## src/rtl/recv_pkg_segmenter_if.sv

```systemverilog
// Bundle of the segmenter's handshake channels: whole-message input
// (meta + data stream), package-level output (recv_meta + recv_data),
// and the sticky input-last error flag.
interface recv_pkg_segmenter_if;
   logic         in_meta_valid;
   logic         in_meta_ready;
   logic [15:0]  in_meta_bits_qpn;
   logic [31:0]  in_meta_bits_msg_length;

   logic         in_data_valid;
   logic         in_data_ready;
   logic [511:0] in_data_bits_data;
   logic [63:0]  in_data_bits_keep;
   logic         in_data_bits_last;

   logic         recv_meta_valid;
   logic         recv_meta_ready;
   logic [15:0]  recv_meta_bits_qpn;
   logic [23:0]  recv_meta_bits_msg_num;
   logic [20:0]  recv_meta_bits_pkg_num;
   logic [20:0]  recv_meta_bits_pkg_total;

   logic         recv_data_valid;
   logic         recv_data_ready;
   logic         recv_data_bits_last;
   logic [511:0] recv_data_bits_data;
   logic [63:0]  recv_data_bits_keep;

   logic         err_last;

   // Segmenter side
   modport master (
      input  in_meta_valid, in_meta_bits_qpn, in_meta_bits_msg_length,
      output in_meta_ready,
      input  in_data_valid, in_data_bits_data, in_data_bits_keep, in_data_bits_last,
      output in_data_ready,
      output recv_meta_valid, recv_meta_bits_qpn, recv_meta_bits_msg_num,
             recv_meta_bits_pkg_num, recv_meta_bits_pkg_total,
      input  recv_meta_ready,
      output recv_data_valid, recv_data_bits_last, recv_data_bits_data, recv_data_bits_keep,
      input  recv_data_ready,
      output err_last
   );

   // Environment side (message source + request handler)
   modport slave (
      output in_meta_valid, in_meta_bits_qpn, in_meta_bits_msg_length,
      input  in_meta_ready,
      output in_data_valid, in_data_bits_data, in_data_bits_keep, in_data_bits_last,
      input  in_data_ready,
      input  recv_meta_valid, recv_meta_bits_qpn, recv_meta_bits_msg_num,
             recv_meta_bits_pkg_num, recv_meta_bits_pkg_total,
      output recv_meta_ready,
      input  recv_data_valid, recv_data_bits_last, recv_data_bits_data, recv_data_bits_keep,
      output recv_data_ready,
      input  err_last
   );
endinterface

```

## src/rtl/recv_pkg_segmenter.sv

```systemverilog
// Cuts each RDMA receive message into PKG_BEATS-beat packages. Every package
// is announced by one recv_meta word, then its beats pass straight through
// with an internally generated last. Framing comes from msg_length only;
// input last is merely checked.
module recv_pkg_segmenter #(
   parameter int PKG_BEATS = 64
) (
   input logic                  clock,
   input logic                  reset,
   recv_pkg_segmenter_if.master io
);
   localparam int LG = $clog2(PKG_BEATS);

   typedef enum logic [1:0] {IDLE, META, DATA} state_t;

   state_t      r_state;
   logic        r_in_meta_ready;
   logic        r_meta_valid;
   logic        r_data_en;
   logic        r_err_last;
   logic [15:0] r_qpn;
   logic [23:0] r_msg_num;
   logic [20:0] r_pkg_num;
   logic [20:0] r_pkg_total;
   logic [26:0] r_beats;
   logic [26:0] r_beat_cnt;

   logic [26:0] w_beats;
   logic [20:0] w_pkg_total;
   logic        w_meta_hs;
   logic        w_out_hs;
   logic        w_data_hs;
   logic        w_msg_end;
   logic        w_pkg_end;

   // Message length rounded up to whole 64-byte beats, then to whole packages
   assign w_beats     = {1'b0, io.in_meta_bits_msg_length[31:6]} + 27'(|io.in_meta_bits_msg_length[5:0]);
   assign w_pkg_total = 21'(w_beats >> LG) + 21'(|w_beats[LG-1:0]);

   assign w_meta_hs = r_in_meta_ready & io.in_meta_valid;
   assign w_out_hs  = r_meta_valid & io.recv_meta_ready;
   assign w_data_hs = r_data_en & io.in_data_valid & io.recv_data_ready;

   // Packages are beat-aligned within the message, so the in-package index is
   // just the low bits of the message beat counter.
   assign w_msg_end = (r_beat_cnt == r_beats - 27'd1);
   assign w_pkg_end = (r_beat_cnt[LG-1:0] == LG'(PKG_BEATS - 1)) | w_msg_end;

   assign io.in_meta_ready            = r_in_meta_ready;
   assign io.recv_meta_valid          = r_meta_valid;
   assign io.recv_meta_bits_qpn       = r_qpn;
   assign io.recv_meta_bits_msg_num   = r_msg_num;
   assign io.recv_meta_bits_pkg_num   = r_pkg_num;
   assign io.recv_meta_bits_pkg_total = r_pkg_total;
   assign io.err_last                 = r_err_last;

   // Data path is a zero-latency pass-through gated by the DATA state
   assign io.recv_data_valid     = r_data_en & io.in_data_valid;
   assign io.in_data_ready       = r_data_en & io.recv_data_ready;
   assign io.recv_data_bits_data = io.in_data_bits_data;
   assign io.recv_data_bits_keep = io.in_data_bits_keep;
   assign io.recv_data_bits_last = r_data_en & w_pkg_end;

   // Segmentation FSM with registered handshake outputs
   always_ff @(posedge clock) begin
      if (reset) begin
         r_state         <= IDLE;
         r_in_meta_ready <= 1'b1;
         r_meta_valid    <= 1'b0;
         r_data_en       <= 1'b0;
         r_err_last      <= 1'b0;
         r_qpn           <= '0;
         r_msg_num       <= '0;
         r_pkg_num       <= '0;
         r_pkg_total     <= '0;
         r_beats         <= '0;
         r_beat_cnt      <= '0;
      end else begin
         case (r_state)
            IDLE: begin
               if (w_meta_hs) begin
                  r_qpn       <= io.in_meta_bits_qpn;
                  r_beats     <= w_beats;
                  r_pkg_total <= w_pkg_total;
                  r_pkg_num   <= '0;
                  r_beat_cnt  <= '0;
                  // Zero-length messages are swallowed without output
                  if (io.in_meta_bits_msg_length != 32'd0) begin
                     r_state         <= META;
                     r_in_meta_ready <= 1'b0;
                     r_meta_valid    <= 1'b1;
                  end
               end
            end
            META: begin
               if (w_out_hs) begin
                  r_state      <= DATA;
                  r_meta_valid <= 1'b0;
                  r_data_en    <= 1'b1;
               end
            end
            DATA: begin
               if (w_data_hs) begin
                  r_beat_cnt <= r_beat_cnt + 27'd1;
                  if (io.in_data_bits_last != w_msg_end)
                     r_err_last <= 1'b1;
                  if (w_pkg_end) begin
                     r_data_en <= 1'b0;
                     if (!w_msg_end) begin
                        r_pkg_num    <= r_pkg_num + 21'd1;
                        r_state      <= META;
                        r_meta_valid <= 1'b1;
                     end else begin
                        r_msg_num       <= r_msg_num + 24'd1;
                        r_state         <= IDLE;
                        r_in_meta_ready <= 1'b1;
                     end
                  end
               end
            end
            default: begin
               r_state         <= IDLE;
               r_in_meta_ready <= 1'b1;
               r_meta_valid    <= 1'b0;
               r_data_en       <= 1'b0;
            end
         endcase
      end
   end
endmodule

```

## src/flat_wrapper.sv

```systemverilog
// flat-port wrapper written by rule: the top's interface ports become plain ports
module recv_pkg_segmenter_flat 
#(
   parameter int PKG_BEATS = 64
)
  (clock, reset, io_in_meta_valid, io_in_meta_bits_qpn, io_in_meta_bits_msg_length, io_in_meta_ready, io_in_data_valid, io_in_data_bits_data, io_in_data_bits_keep, io_in_data_bits_last, io_in_data_ready, io_recv_meta_valid, io_recv_meta_bits_qpn, io_recv_meta_bits_msg_num, io_recv_meta_bits_pkg_num, io_recv_meta_bits_pkg_total, io_recv_meta_ready, io_recv_data_valid, io_recv_data_bits_last, io_recv_data_bits_data, io_recv_data_bits_keep, io_recv_data_ready, io_err_last);
  recv_pkg_segmenter_if io_i ();
  input logic clock;
  input logic reset;
  input wire logic [$bits(io_i.in_meta_valid)-1:0] io_in_meta_valid;
  input wire logic [$bits(io_i.in_meta_bits_qpn)-1:0] io_in_meta_bits_qpn;
  input wire logic [$bits(io_i.in_meta_bits_msg_length)-1:0] io_in_meta_bits_msg_length;
  output wire logic [$bits(io_i.in_meta_ready)-1:0] io_in_meta_ready;
  input wire logic [$bits(io_i.in_data_valid)-1:0] io_in_data_valid;
  input wire logic [$bits(io_i.in_data_bits_data)-1:0] io_in_data_bits_data;
  input wire logic [$bits(io_i.in_data_bits_keep)-1:0] io_in_data_bits_keep;
  input wire logic [$bits(io_i.in_data_bits_last)-1:0] io_in_data_bits_last;
  output wire logic [$bits(io_i.in_data_ready)-1:0] io_in_data_ready;
  output wire logic [$bits(io_i.recv_meta_valid)-1:0] io_recv_meta_valid;
  output wire logic [$bits(io_i.recv_meta_bits_qpn)-1:0] io_recv_meta_bits_qpn;
  output wire logic [$bits(io_i.recv_meta_bits_msg_num)-1:0] io_recv_meta_bits_msg_num;
  output wire logic [$bits(io_i.recv_meta_bits_pkg_num)-1:0] io_recv_meta_bits_pkg_num;
  output wire logic [$bits(io_i.recv_meta_bits_pkg_total)-1:0] io_recv_meta_bits_pkg_total;
  input wire logic [$bits(io_i.recv_meta_ready)-1:0] io_recv_meta_ready;
  output wire logic [$bits(io_i.recv_data_valid)-1:0] io_recv_data_valid;
  output wire logic [$bits(io_i.recv_data_bits_last)-1:0] io_recv_data_bits_last;
  output wire logic [$bits(io_i.recv_data_bits_data)-1:0] io_recv_data_bits_data;
  output wire logic [$bits(io_i.recv_data_bits_keep)-1:0] io_recv_data_bits_keep;
  input wire logic [$bits(io_i.recv_data_ready)-1:0] io_recv_data_ready;
  output wire logic [$bits(io_i.err_last)-1:0] io_err_last;
  assign io_i.in_meta_valid = io_in_meta_valid;
  assign io_i.in_meta_bits_qpn = io_in_meta_bits_qpn;
  assign io_i.in_meta_bits_msg_length = io_in_meta_bits_msg_length;
  assign io_in_meta_ready = io_i.in_meta_ready;
  assign io_i.in_data_valid = io_in_data_valid;
  assign io_i.in_data_bits_data = io_in_data_bits_data;
  assign io_i.in_data_bits_keep = io_in_data_bits_keep;
  assign io_i.in_data_bits_last = io_in_data_bits_last;
  assign io_in_data_ready = io_i.in_data_ready;
  assign io_recv_meta_valid = io_i.recv_meta_valid;
  assign io_recv_meta_bits_qpn = io_i.recv_meta_bits_qpn;
  assign io_recv_meta_bits_msg_num = io_i.recv_meta_bits_msg_num;
  assign io_recv_meta_bits_pkg_num = io_i.recv_meta_bits_pkg_num;
  assign io_recv_meta_bits_pkg_total = io_i.recv_meta_bits_pkg_total;
  assign io_i.recv_meta_ready = io_recv_meta_ready;
  assign io_recv_data_valid = io_i.recv_data_valid;
  assign io_recv_data_bits_last = io_i.recv_data_bits_last;
  assign io_recv_data_bits_data = io_i.recv_data_bits_data;
  assign io_recv_data_bits_keep = io_i.recv_data_bits_keep;
  assign io_i.recv_data_ready = io_recv_data_ready;
  assign io_err_last = io_i.err_last;
  recv_pkg_segmenter #(.PKG_BEATS(PKG_BEATS)) u_core (.clock(clock), .reset(reset), .io(io_i));
endmodule
```

## config.mk

```make
export PLATFORM = sky130hd
export DESIGN_NAME = recv_pkg_segmenter_flat
export DESIGN_NICKNAME = d
export VERILOG_FILES = /design/src/rtl/recv_pkg_segmenter_if.sv /design/src/rtl/recv_pkg_segmenter.sv /design/src/flat_wrapper.sv
export SDC_FILE = /design/constraint.sdc
export NUM_CORES = 1
export LEC_CHECK = 0
export CAP_MARGIN = 10
export CORE_AREA = 8 8 503 505
export CTS_BUF_LIST = sky130_fd_sc_hd__clkbuf_16
export CTS_CLUSTER_SIZE = 24
export DETAILED_ROUTE_END_ITERATION = 16
export DIE_AREA = 0 0 511 513
export PLACE_DENSITY = 0.34
export SETUP_SLACK_MARGIN = 0.15
export SLEW_MARGIN = 25
export SYNTH_ARGS = -nofsm -noshare
export SYNTH_HDL_FRONTEND = slang
export SYNTH_SLANG_ARGS = --single-unit
```

## constraint.sdc

```tcl
create_clock -name clock -period 9.4 [get_ports clock]
set_input_delay 1.88 -clock clock [delete_from_list [all_inputs] [get_ports clock]]
set_output_delay 1.88 -clock clock [all_outputs]
set_load 0.005 [all_outputs]
```

# Word level (Yosys, flattened, before mapping)
# Cells that the tools add are included.
[totals] latchBits=0 wordCells=84 n_memories=0 regBits=142 output_inout_bits=664 romBits=0 ramBits=0 input_bits=631
[op_classes] n_bitwise=9 n_reduce_logical=14 n_lt_le_gt_ge=0 shift=0 div=0 n_eq_ne=12 mul=0 addsub=6 mux=32
[op_table] cell="2-to-1 mux 21 bit" count=4
[op_table] cell="2-to-1 mux 27 bit" count=2
[op_table] cell="one-hot mux 27 bit (2 select lines)" count=1
[op_table] cell="one-hot mux 21 bit (2 select lines)" count=1
[op_table] cell="nonzero test 32 bit" count=1
[op_table] cell="adder 26 x 1 -> 27 bit" count=1
[op_table] cell="adder 27 x 1 -> 27 bit, second input constant" count=1
[op_table] cell="== test 27 bit" count=1
[op_table] cell="subtractor 27 x 1 -> 27 bit, second input constant" count=1
[op_table] cell="adder 24 x 1 -> 24 bit, second input constant" count=1
[op_table] cell="adder 21 x 1 -> 21 bit" count=1
[op_table] cell="adder 21 x 1 -> 21 bit, second input constant" count=1
[op_table] cell="2-to-1 mux 1 bit" count=15
[op_table] cell="inequality test 2 x 1 -> 1 bit, second input constant" count=6
[op_table] cell="AND reduction 6 bit" count=2
[op_table] cell="OR reduction 6 bit" count=2
[op_table] cell="2-to-1 mux 2 bit" count=5
[op_table] cell="AND reduction 5 bit" count=2
[op_table] cell="one-hot mux 1 bit (3 select lines)" count=3
[op_table] cell="AND reduction 4 bit" count=2
[op_table] cell="bitwise AND 1 bit" count=6
[op_table] cell="== test 6 bit, second input constant" count=1
[op_table] cell="one-hot mux 2 bit (3 select lines)" count=1
[op_table] cell="AND reduction 3 bit" count=2
[op_table] cell="other kinds (9)" count=10

# Longest topological paths before layout
# Gate-level depths: netlist of the first run.
[logic_depth] depth_word=6 depth_mapped=16 ltp_nobuf=15

# Worst setup path after synthesis of the first run
# No wires, ideal clock.
[synth_timing] path_kind="input port to flip-flop" startpoint="input port io_in_meta_bits_msg_length[3]" endpoint="register u_core.r_pkg_total[10], in the netlist u_core.io.recv_meta_bits_pkg_total[10]" setup_ps=117 path_stages=15 setup_slack_ps=4501 required_time_ps=9283 arrival_time_ps=4782 n_path_buf=1 path_cell_list="nor4_1 -> nand2_1 -> ha_1 -> ha_1 -> clkbuf_1 -> and4_1 -> nand2_1 -> xnor2_1 -> ha_1 -> ha_1 -> inv_1 -> a311oi_1 -> nand2b_1 -> or3_1 -> a32o_1"
[synth_via] word_cells_on_any_way=4 classes_between="2 x add/sub; 2 x reduce/logical"
[synth_rtl] element="start: declaration" line_no="flat_wrapper.sv:12" source="input wire logic [$bits(io_i.in_meta_bits_msg_length)-1:0] io_in_meta_bits_msg_length;"
[synth_rtl] element="OR reduction 6 bit" line_no="recv_pkg_segmenter.sv:37" source="assign w_beats = {1'b0, io.in_meta_bits_msg_length[31:6]} + 27'(|io.in_meta_bits_msg_length[5:0]);"
[synth_rtl] element="adder 26 x 1 -> 27 bit" line_no="recv_pkg_segmenter.sv:37"
[synth_rtl] element="named net u_core.w_beats[6]" line_no="recv_pkg_segmenter.sv:28" source="logic [26:0] w_beats;"
[synth_rtl] element="adder 21 x 1 -> 21 bit" line_no="recv_pkg_segmenter.sv:38" source="assign w_pkg_total = 21'(w_beats >> LG) + 21'(|w_beats[LG-1:0]);"
[synth_rtl] element="end signal: assignment" line_no="recv_pkg_segmenter.sv:84" source="r_pkg_total <= w_pkg_total;"
[synth_rtl] element="end: declaration" line_no="recv_pkg_segmenter.sv:24" source="logic [20:0] r_pkg_total;"
# The timed path passes the listed nets, and every way through them passes these cells.
# A chain may end at the register's enable or synchronous reset.

# Worst setup path after layout of the first run
[layout_timing] startpoint="register u_core.r_beats[0]" endpoint="output port io_recv_data_bits_last"
[layout_via] elab_chain_cells=4
[layout_rtl] element="start: declaration" line_no="recv_pkg_segmenter.sv:25" source="logic [26:0] r_beats;"
[layout_rtl] element="start signal: assignment" line_no="recv_pkg_segmenter.sv:83" source="r_beats <= w_beats;"
[layout_rtl] element="subtractor 27 x 1 -> 27 bit" line_no="recv_pkg_segmenter.sv:46" source="assign w_msg_end = (r_beat_cnt == r_beats - 27'd1);"
[layout_rtl] element="== test 27 bit" line_no="recv_pkg_segmenter.sv:46"
[layout_rtl] element="bitwise OR 1 bit" line_no="recv_pkg_segmenter.sv:47" source="assign w_pkg_end = (r_beat_cnt[LG-1:0] == LG'(PKG_BEATS - 1)) | w_msg_end;"
[layout_rtl] element="bitwise AND 1 bit" line_no="recv_pkg_segmenter.sv:62" source="assign io.recv_data_bits_last = r_data_en & w_pkg_end;"
[layout_rtl] element="end: declaration" line_no="flat_wrapper.sv:26" source="output wire logic [$bits(io_i.recv_data_bits_last)-1:0] io_recv_data_bits_last;"
# Every way passes these cells.

==> impl_metrics.env, run 1 <==
export IMPL_finalHoldViolCount=0
export IMPL_netlist_area_mm2=0.0129
export IMPL_ys_flop_type="dfxtp_1"
export IMPL_crit_type="reg -> out"
export IMPL_post_drt_wl_per_cell_um=21.0
export IMPL_synth_top_area_cell="buf_4"
export IMPL_p_int_mw=1.21
export IMPL_antenna_found_initial=23
export IMPL_cp_endpoint="io_recv_data_bits_last"
export IMPL_holdWs_ns=0.454
export IMPL_yosys_warnings=0
export IMPL_routed_via_density=2.18
export IMPL_finalSetupViolations=0
export IMPL_cp_required_ns=7.52
export IMPL_syn_to_final_growth_pct=11.7
export IMPL_synth_area_leaders="buf_4 34%, dfxtp_1 22%, xor2_1 3.7%"
export IMPL_worst_slack_ns=2.71
export IMPL_critPathCaptureType="output port"
export IMPL_setup_tns_ns=0
export IMPL_cts_reportedPaths_clkPinSlew_ns=0.07
export IMPL_cp_startpoint="u_core.r_beats[0]"
export IMPL_ys_async_sr_fraction_pct=0
export IMPL_yosysMostFrequentCell="buf_4"
export IMPL_fin_nets=1826
export IMPL_htreeDepth=4
export IMPL_multi_input_area_mm2=0.00535
export IMPL_grt_start_max_net_pins=71
export IMPL_peakVddDrop_mv=0.117
export IMPL_dr_pass1_iters=5
export IMPL_fin_crit_ns=6.69
export IMPL_ant_nets=0
export IMPL_p_switching_uw=665
export IMPL_p_leak_nw=3.63
export IMPL_syn_nets=2302
export IMPL_reg2reg_slack_ns=5.91
export IMPL_worst_r2r_cell_count=11
export IMPL_combPwrFrac_pct=26.1
export IMPL_synthTopCellsByCount="576 x buf_4, 142 x dfxtp_1, 114 x nand2_1, 111 x nor2_1, 67 x a21oi_1"
export IMPL_synth_edf_count=0
export IMPL_slew_viol_final=0
export IMPL_postLayoutCoreUtil_pct=5.87
export IMPL_grt_pass1_vias=9639
export IMPL_clkSinkCount=142
export IMPL_post_cts_resized=0
export IMPL_cts_root_buffer="clkbuf_16"
export IMPL_power_mw=1.88
export IMPL_grt_overflow=0
export IMPL_r2r_end="u_core.io.recv_meta_bits_pkg_num[0]"
export IMPL_drt_initial_drc_count=450
export IMPL_clkLatencyLatePin_ns=0.48
export IMPL_rr_startpoint="u_core.r_beats[0]"
export IMPL_num_rows=182
export IMPL_port_buffers=142
export IMPL_worst_setup_path_start_kind="flip-flop"
export IMPL_grt_total_usage_pct=6.70
export IMPL_hpwl_um=81400
export IMPL_post_route_period_util_pct=71.2
export IMPL_die_y_um=513
export IMPL_clockBufferDepth=2
export IMPL_synth_cells=1663
export IMPL_skew_ns=0.0219
export IMPL_hold_buffers=0
export IMPL_place_inst=4388
export IMPL_placed_area_mm2=0.0138
export IMPL_cts_setup_buffers=0
export IMPL_syn_avg_cell_area_um2=7.74
export IMPL_cts_tree="done"
export IMPL_timing_slew_headroom_pct=33.0
export IMPL_arrival_ns=4.81
export IMPL_fin_cells=4420
export IMPL_hold_class="reg -> reg"
export IMPL_drc_errors=0
export IMPL_drive_gt1_share_pct=6.84
export IMPL_rsz0062_at_grt="no"
export IMPL_critPathMaxFanout=10
export IMPL_powerDensity_mw_per_mm2=131
export IMPL_n_fill_cell=28700
export IMPL_vias=9635
export IMPL_stdcell_area_mm2=0.0144
export IMPL_dieArea_mm2=0.262
export IMPL_ys_types=70
export IMPL_drt_total_wl_um=93000
export IMPL_synth_top_cell_area_share_pct=33.6
export IMPL_pwr_share_clk_pct=36.9
export IMPL_switching_share_pct=35.4
export IMPL_ys_seq_elements=142
export IMPL_grt_pass1_wl_um=115000
export IMPL_fp_coreArea_mm2=0.245
export IMPL_num_io_pins=1295
export IMPL_status="completed"
export IMPL_numCtsBuffers=17
export IMPL_initial_core_util_pct=5.26
export IMPL_gp_congestion=0.763
export IMPL_dp_slack_ns=3.17
export IMPL_drv_cap=0
export IMPL_seqPwrFrac_pct=37.0
export IMPL_die_w_um=511
export IMPL_tightest_slew_ns=0.997
export IMPL_fmax_mhz=149
export IMPL_seq_area_mm2=0.00284
export IMPL_seq_area_frac_synth_pct=22.1
power by group through the flow:
stage                     sequential [mW]  combinational (mW)  clock (mW)
after floorplan                     0.679               0.515           0
final                               0.693               0.490       0.693
after global routing                0.699               0.536       0.745
after detailed placement            0.708               0.498           0
after global placement              0.707               0.506           0
after CTS                           0.694               0.501       0.724
per-layer routing:
layer / vias up / track usage, % / routed length, um / share of wire [%]
met5: - / 0.685 / 277 / 0.30
met4: 12 / 5.45 / 8790 / 9.5
met3: 444 / 6.22 / 18700 / 20
met2: 747 / 11.2 / 43400 / 47
met1: 4283 / 4.40 / 21800 / 23
li1: 4149 / - / - / -
worst min-delay path by stage:
stage | end | depth (start not counted) | startpoint
after CTS | u_core.io.recv_meta_bits_qpn[1] | 2 | u_core.io.recv_meta_bits_qpn[1]
after detailed placement | u_core.io.recv_meta_bits_qpn[1] | 2 | u_core.io.recv_meta_bits_qpn[1]
after floorplan | u_core.io.recv_meta_bits_pkg_total[2] | 2 | u_core.io.recv_meta_bits_pkg_total[2]
after global placement | u_core.io.recv_meta_bits_qpn[14] | 2 | u_core.io.recv_meta_bits_qpn[14]
after global routing | u_core.io.recv_meta_bits_pkg_total[5] | 2 | u_core.io.recv_meta_bits_pkg_total[5]
final | u_core.io.recv_meta_bits_qpn[5] | 2 | u_core.io.recv_meta_bits_qpn[5]
final cells by class:
class / instances / share of cell area (%)
clock buffers: 17 / 2.96
clock inverters: 14 / 0.914
diodes: 1 / 0.0174
well taps: 3220 / 28.0
flip-flops and latches: 142 / 19.8
repair buffers: 155 / 10.6
multi-input cells: 851 / 37.2
inverters: 20 / 0.522
logic make-up after synthesis:
group                    share of synthesized area, %
AO/OA/AOI/OAI                                    10.8
XOR/XNOR                                         6.53
adder cells (fa/ha/maj)                         0.778
buffers and inverters                            36.6
flip-flops                                       22.1
multiplexers                                     1.74
AND/OR/NAND/NOR                                  21.5
flip-flops by register name, summed over array words and instances, names as in the netlist:
name,flops
u_core.r_beat_cnt,27
u_core.r_beats,27
u_core.io.recv_meta_bits_msg_num,24
u_core.io.recv_meta_bits_pkg_num,21
u_core.io.recv_meta_bits_pkg_total,21
u_core.io.recv_meta_bits_qpn,16
u_core.r_state,2
u_core.io.err_last,1
u_core.io.in_meta_ready,1
u_core.io.recv_meta_valid,1
u_core.r_data_en,1
worst max-delay path, stage by stage (launching register included):
cell and delay [ns]:
dfxtp_1 0.36, nor4_1 0.65, nand2_1 0.28, nor4_1 0.30, a311oi_1 0.08, a211o_1 0.55, or3_1 0.59, a21boi_0 0.84
clkdlybuf4s50_1 0.68
cell usage in the layout, fill, tap and decap left out, drive strengths merged, types with 5 or more instances in the layout:
cell / n
nand4b: 7
o31ai: 13
buf: 14
clkbuf: 17
and3: 24
mux2: 11
o21ai: 19
nand2: 114
xnor2: 42
nand3: 52
nor3: 38
clkdlybuf4s50: 141
inv: 23
or3: 20
clkinv: 8
a21oi: 67
nor2b: 18
a311oi: 5
nor2: 111
a31oi: 5
a211oi: 32
and4: 9
nor4: 30
mux2i: 10
dfxtp: 142
o211ai: 9
nand4: 37
ha: 8
or4: 18
nand2b: 9
and2: 9
or2: 11
a22o: 9
a21o: 9
xor2: 54
Power figures use the tool's default switching activity.
==> run 2, diff against run 1 <==
--- a/config.mk
+++ b/config.mk
@@ -6,12 +6,12 @@
 export NUM_CORES = 1
 export LEC_CHECK = 0
 export CAP_MARGIN = 10
-export CORE_AREA = 8 8 503 505
+export CORE_AREA = 8 8 494 496
 export CTS_BUF_LIST = sky130_fd_sc_hd__clkbuf_16
 export CTS_CLUSTER_SIZE = 24
 export DETAILED_ROUTE_END_ITERATION = 16
-export DIE_AREA = 0 0 511 513
-export PLACE_DENSITY = 0.34
+export DIE_AREA = 0 0 502 504
+export PLACE_DENSITY = 0.35
 export SETUP_SLACK_MARGIN = 0.15
 export SLEW_MARGIN = 25
 export SYNTH_ARGS = -nofsm -noshare
==> constraint.sdc (replaced) <==
create_clock -name clock -period 6 [get_ports clock]
set_input_delay 1.2 -clock clock [delete_from_list [all_inputs] [get_ports clock]]
set_output_delay 1.2 -clock clock [all_outputs]
set_load 0.005 [all_outputs]
==> run 2 against run 1 <==
Worst setup slack got worse by 2.1 ns. Largest power group is now the clock network. Design area increased by 0.11%. Register-to-register slack got worse by 3.9 ns. Global-route usage increased by 0.59 points. Sequential cell count unchanged. Critical endpoint unchanged. Combinational power increased by 58%. Total power increased by 64%. First-iteration DRC count increased by 8.0%. Die area decreased by 3.5%. Wire length increased by 4.8%.
==> impl_metrics.env, run 2 (same netlist as run 1, synthesis figures left out) <==
export IMPL_status="completed"
export IMPL_routed_via_density=2.24
export IMPL_hold_class="reg -> reg"
export IMPL_drt_total_wl_um=97400
export IMPL_cts_root_buffer="clkbuf_16"
export IMPL_p_leak_nw=3.67
export IMPL_fp_coreArea_mm2=0.236
export IMPL_antenna_found_initial=22
export IMPL_cpPeakStageDelay_ns=0.72
export IMPL_grt_pass1_vias=9763
export IMPL_finalHoldViolCount=0
export IMPL_cp_required_ns=4.80
export IMPL_fin_nets=1827
export IMPL_grt_total_usage_pct=7.29
export IMPL_post_route_period_util_pct=90.6
export IMPL_drv_cap=0
export IMPL_skew_ns=0.0213
export IMPL_numCtsBuffers=17
export IMPL_hold_buffers=0
export IMPL_die_y_um=504
export IMPL_cp_cell_sequence="or4_1 > nor4_2 > o211ai_1 > a211oi_1 > o2111ai_1 > or3_1 > a21boi_0 > buf_4 > clkdlybuf4s50_1"
export IMPL_grt_pass1_wl_um=120000
export IMPL_clkLatencyLatePin_ns=0.48
export IMPL_powerDensity_mw_per_mm2=214
export IMPL_drive_gt1_share_pct=7.24
export IMPL_worst_setup_path_start_kind="flip-flop"
export IMPL_cts_setup_buffers=0
export IMPL_fin_crit_ns=5.43
export IMPL_critPathCaptureType="output port"
export IMPL_power_mw=3.07
export IMPL_rsz0062_at_grt="no"
export IMPL_die_w_um=502
export IMPL_finalSetupViolations=0
export IMPL_post_cts_resized=0
export IMPL_slowest_stage="or4_1"
export IMPL_dr_pass1_iters=5
export IMPL_port_buffers=142
export IMPL_dieArea_mm2=0.253
export IMPL_ant_nets=0
export IMPL_post_drt_wl_per_cell_um=22.3
export IMPL_tightest_slew_ns=0.945
export IMPL_setup_tns_ns=0
export IMPL_fmax_mhz=184
export IMPL_diodes=0
export IMPL_clockBufferDepth=2
export IMPL_vias=9783
export IMPL_drt_initial_drc_count=486
export IMPL_num_rows=179
export IMPL_drc_errors=0
export IMPL_grt_overflow=0
export IMPL_crit_type="reg -> out"
export IMPL_slew_viol_final=0
export IMPL_num_io_pins=1295
export IMPL_syn_to_final_growth_pct=11.8
export IMPL_final_common_cell="dfxtp_1"
export IMPL_gp_congestion=0.750
export IMPL_mostFrequentLayoutCells="142 x dfxtp_1, 141 x clkdlybuf4s50_1, 114 x nand2_1, 110 x nor2_1, 67 x a21oi_1"
export IMPL_cts_tree="done"
export IMPL_timing_slew_headroom_pct=36.4
export IMPL_grt_start_max_net_pins=70
export IMPL_arrival_ns=4.23
export IMPL_htreeDepth=4
export IMPL_peakVddDrop_mv=0.248
export IMPL_clkSinkCount=142
export IMPL_cts_reportedPaths_clkPinSlew_ns=0.07
export IMPL_initial_core_util_pct=5.45
export IMPL_critPathMaxFanout=8
export IMPL_hpwl_um=85800
-- run 2: changes by cell type in the layout (fill, tap and decap cells not counted), moves of 2 or more --
cell | previous run | this run
inv_6 | 0 | 4
bufinv_16 | 2 | 4
clkinv_1 | 2 | 0
inv_1 | 23 | 21
-- run 2: cell type report --
cell class,count,area [um2]
sequential,142,2840
clock buffer,17,425
inverter,20,75.1
clock inverter,15,210
timing repair buffer,156,1520
multi-input combinational,851,5350
fill,27900,222000
tap,3167,3960
-- run 2: where the power goes --
group	internal, mW	total (mW)	switching (mW)
combinational	0.299	0.772	0.473
clock	0.703	1.21	0.505
sequential	1.00	1.09	0.0919
-- run 2: path summary, 6_finish.rpt --
check                                                             end  slack (ns)  depth (start not counted)                             startpoint
worst max-delay path                           io_recv_data_bits_last        0.57                          9                      u_core.r_beats[0]
worst min-delay path            u_core.io.recv_meta_bits_pkg_total[2]        0.46                          2  u_core.io.recv_meta_bits_pkg_total[2]
worst max register to register    u_core.io.recv_meta_bits_msg_num[8]        2.06                         12                      u_core.r_beats[0]
worst min register to register  u_core.io.recv_meta_bits_pkg_total[2]        0.46                          2  u_core.io.recv_meta_bits_pkg_total[2]
-- run 2: through the flow --
step                      instances  setup slack, ns  hold slack (ns)  cell area [um2]  utilization (%)
after floorplan                1663             1.78            0.448            12900                -
after global placement         4336            0.773            0.447            13700             5.82
after detailed placement       4336            0.837            0.450            13700             5.82
after CTS                      4368            0.548            0.464            14400             6.09
after global routing           4368            0.271            0.493            14400             6.09
final                          4368            0.567            0.459            14400             6.09
-- run 2: worst max-delay path: cells and delay by family, from the launching register on --
kind,cells,cell delay [ns]
buffers and inverters,2,0.70
AOI/OAI and AO/OA,4,1.04
DFF,1,0.36
and+or+nand+nor,3,1.67
-- run 2: layer usage --
layer  GRT usage, %  wire length [um]  vias to the layer above
met1           5.25             24300                     4341
met4           5.71              9150                       10
met3           7.82             23100                      443
met2           10.9             40700                      826
li1               -                 -                     4163
met5          0.495               205                        -
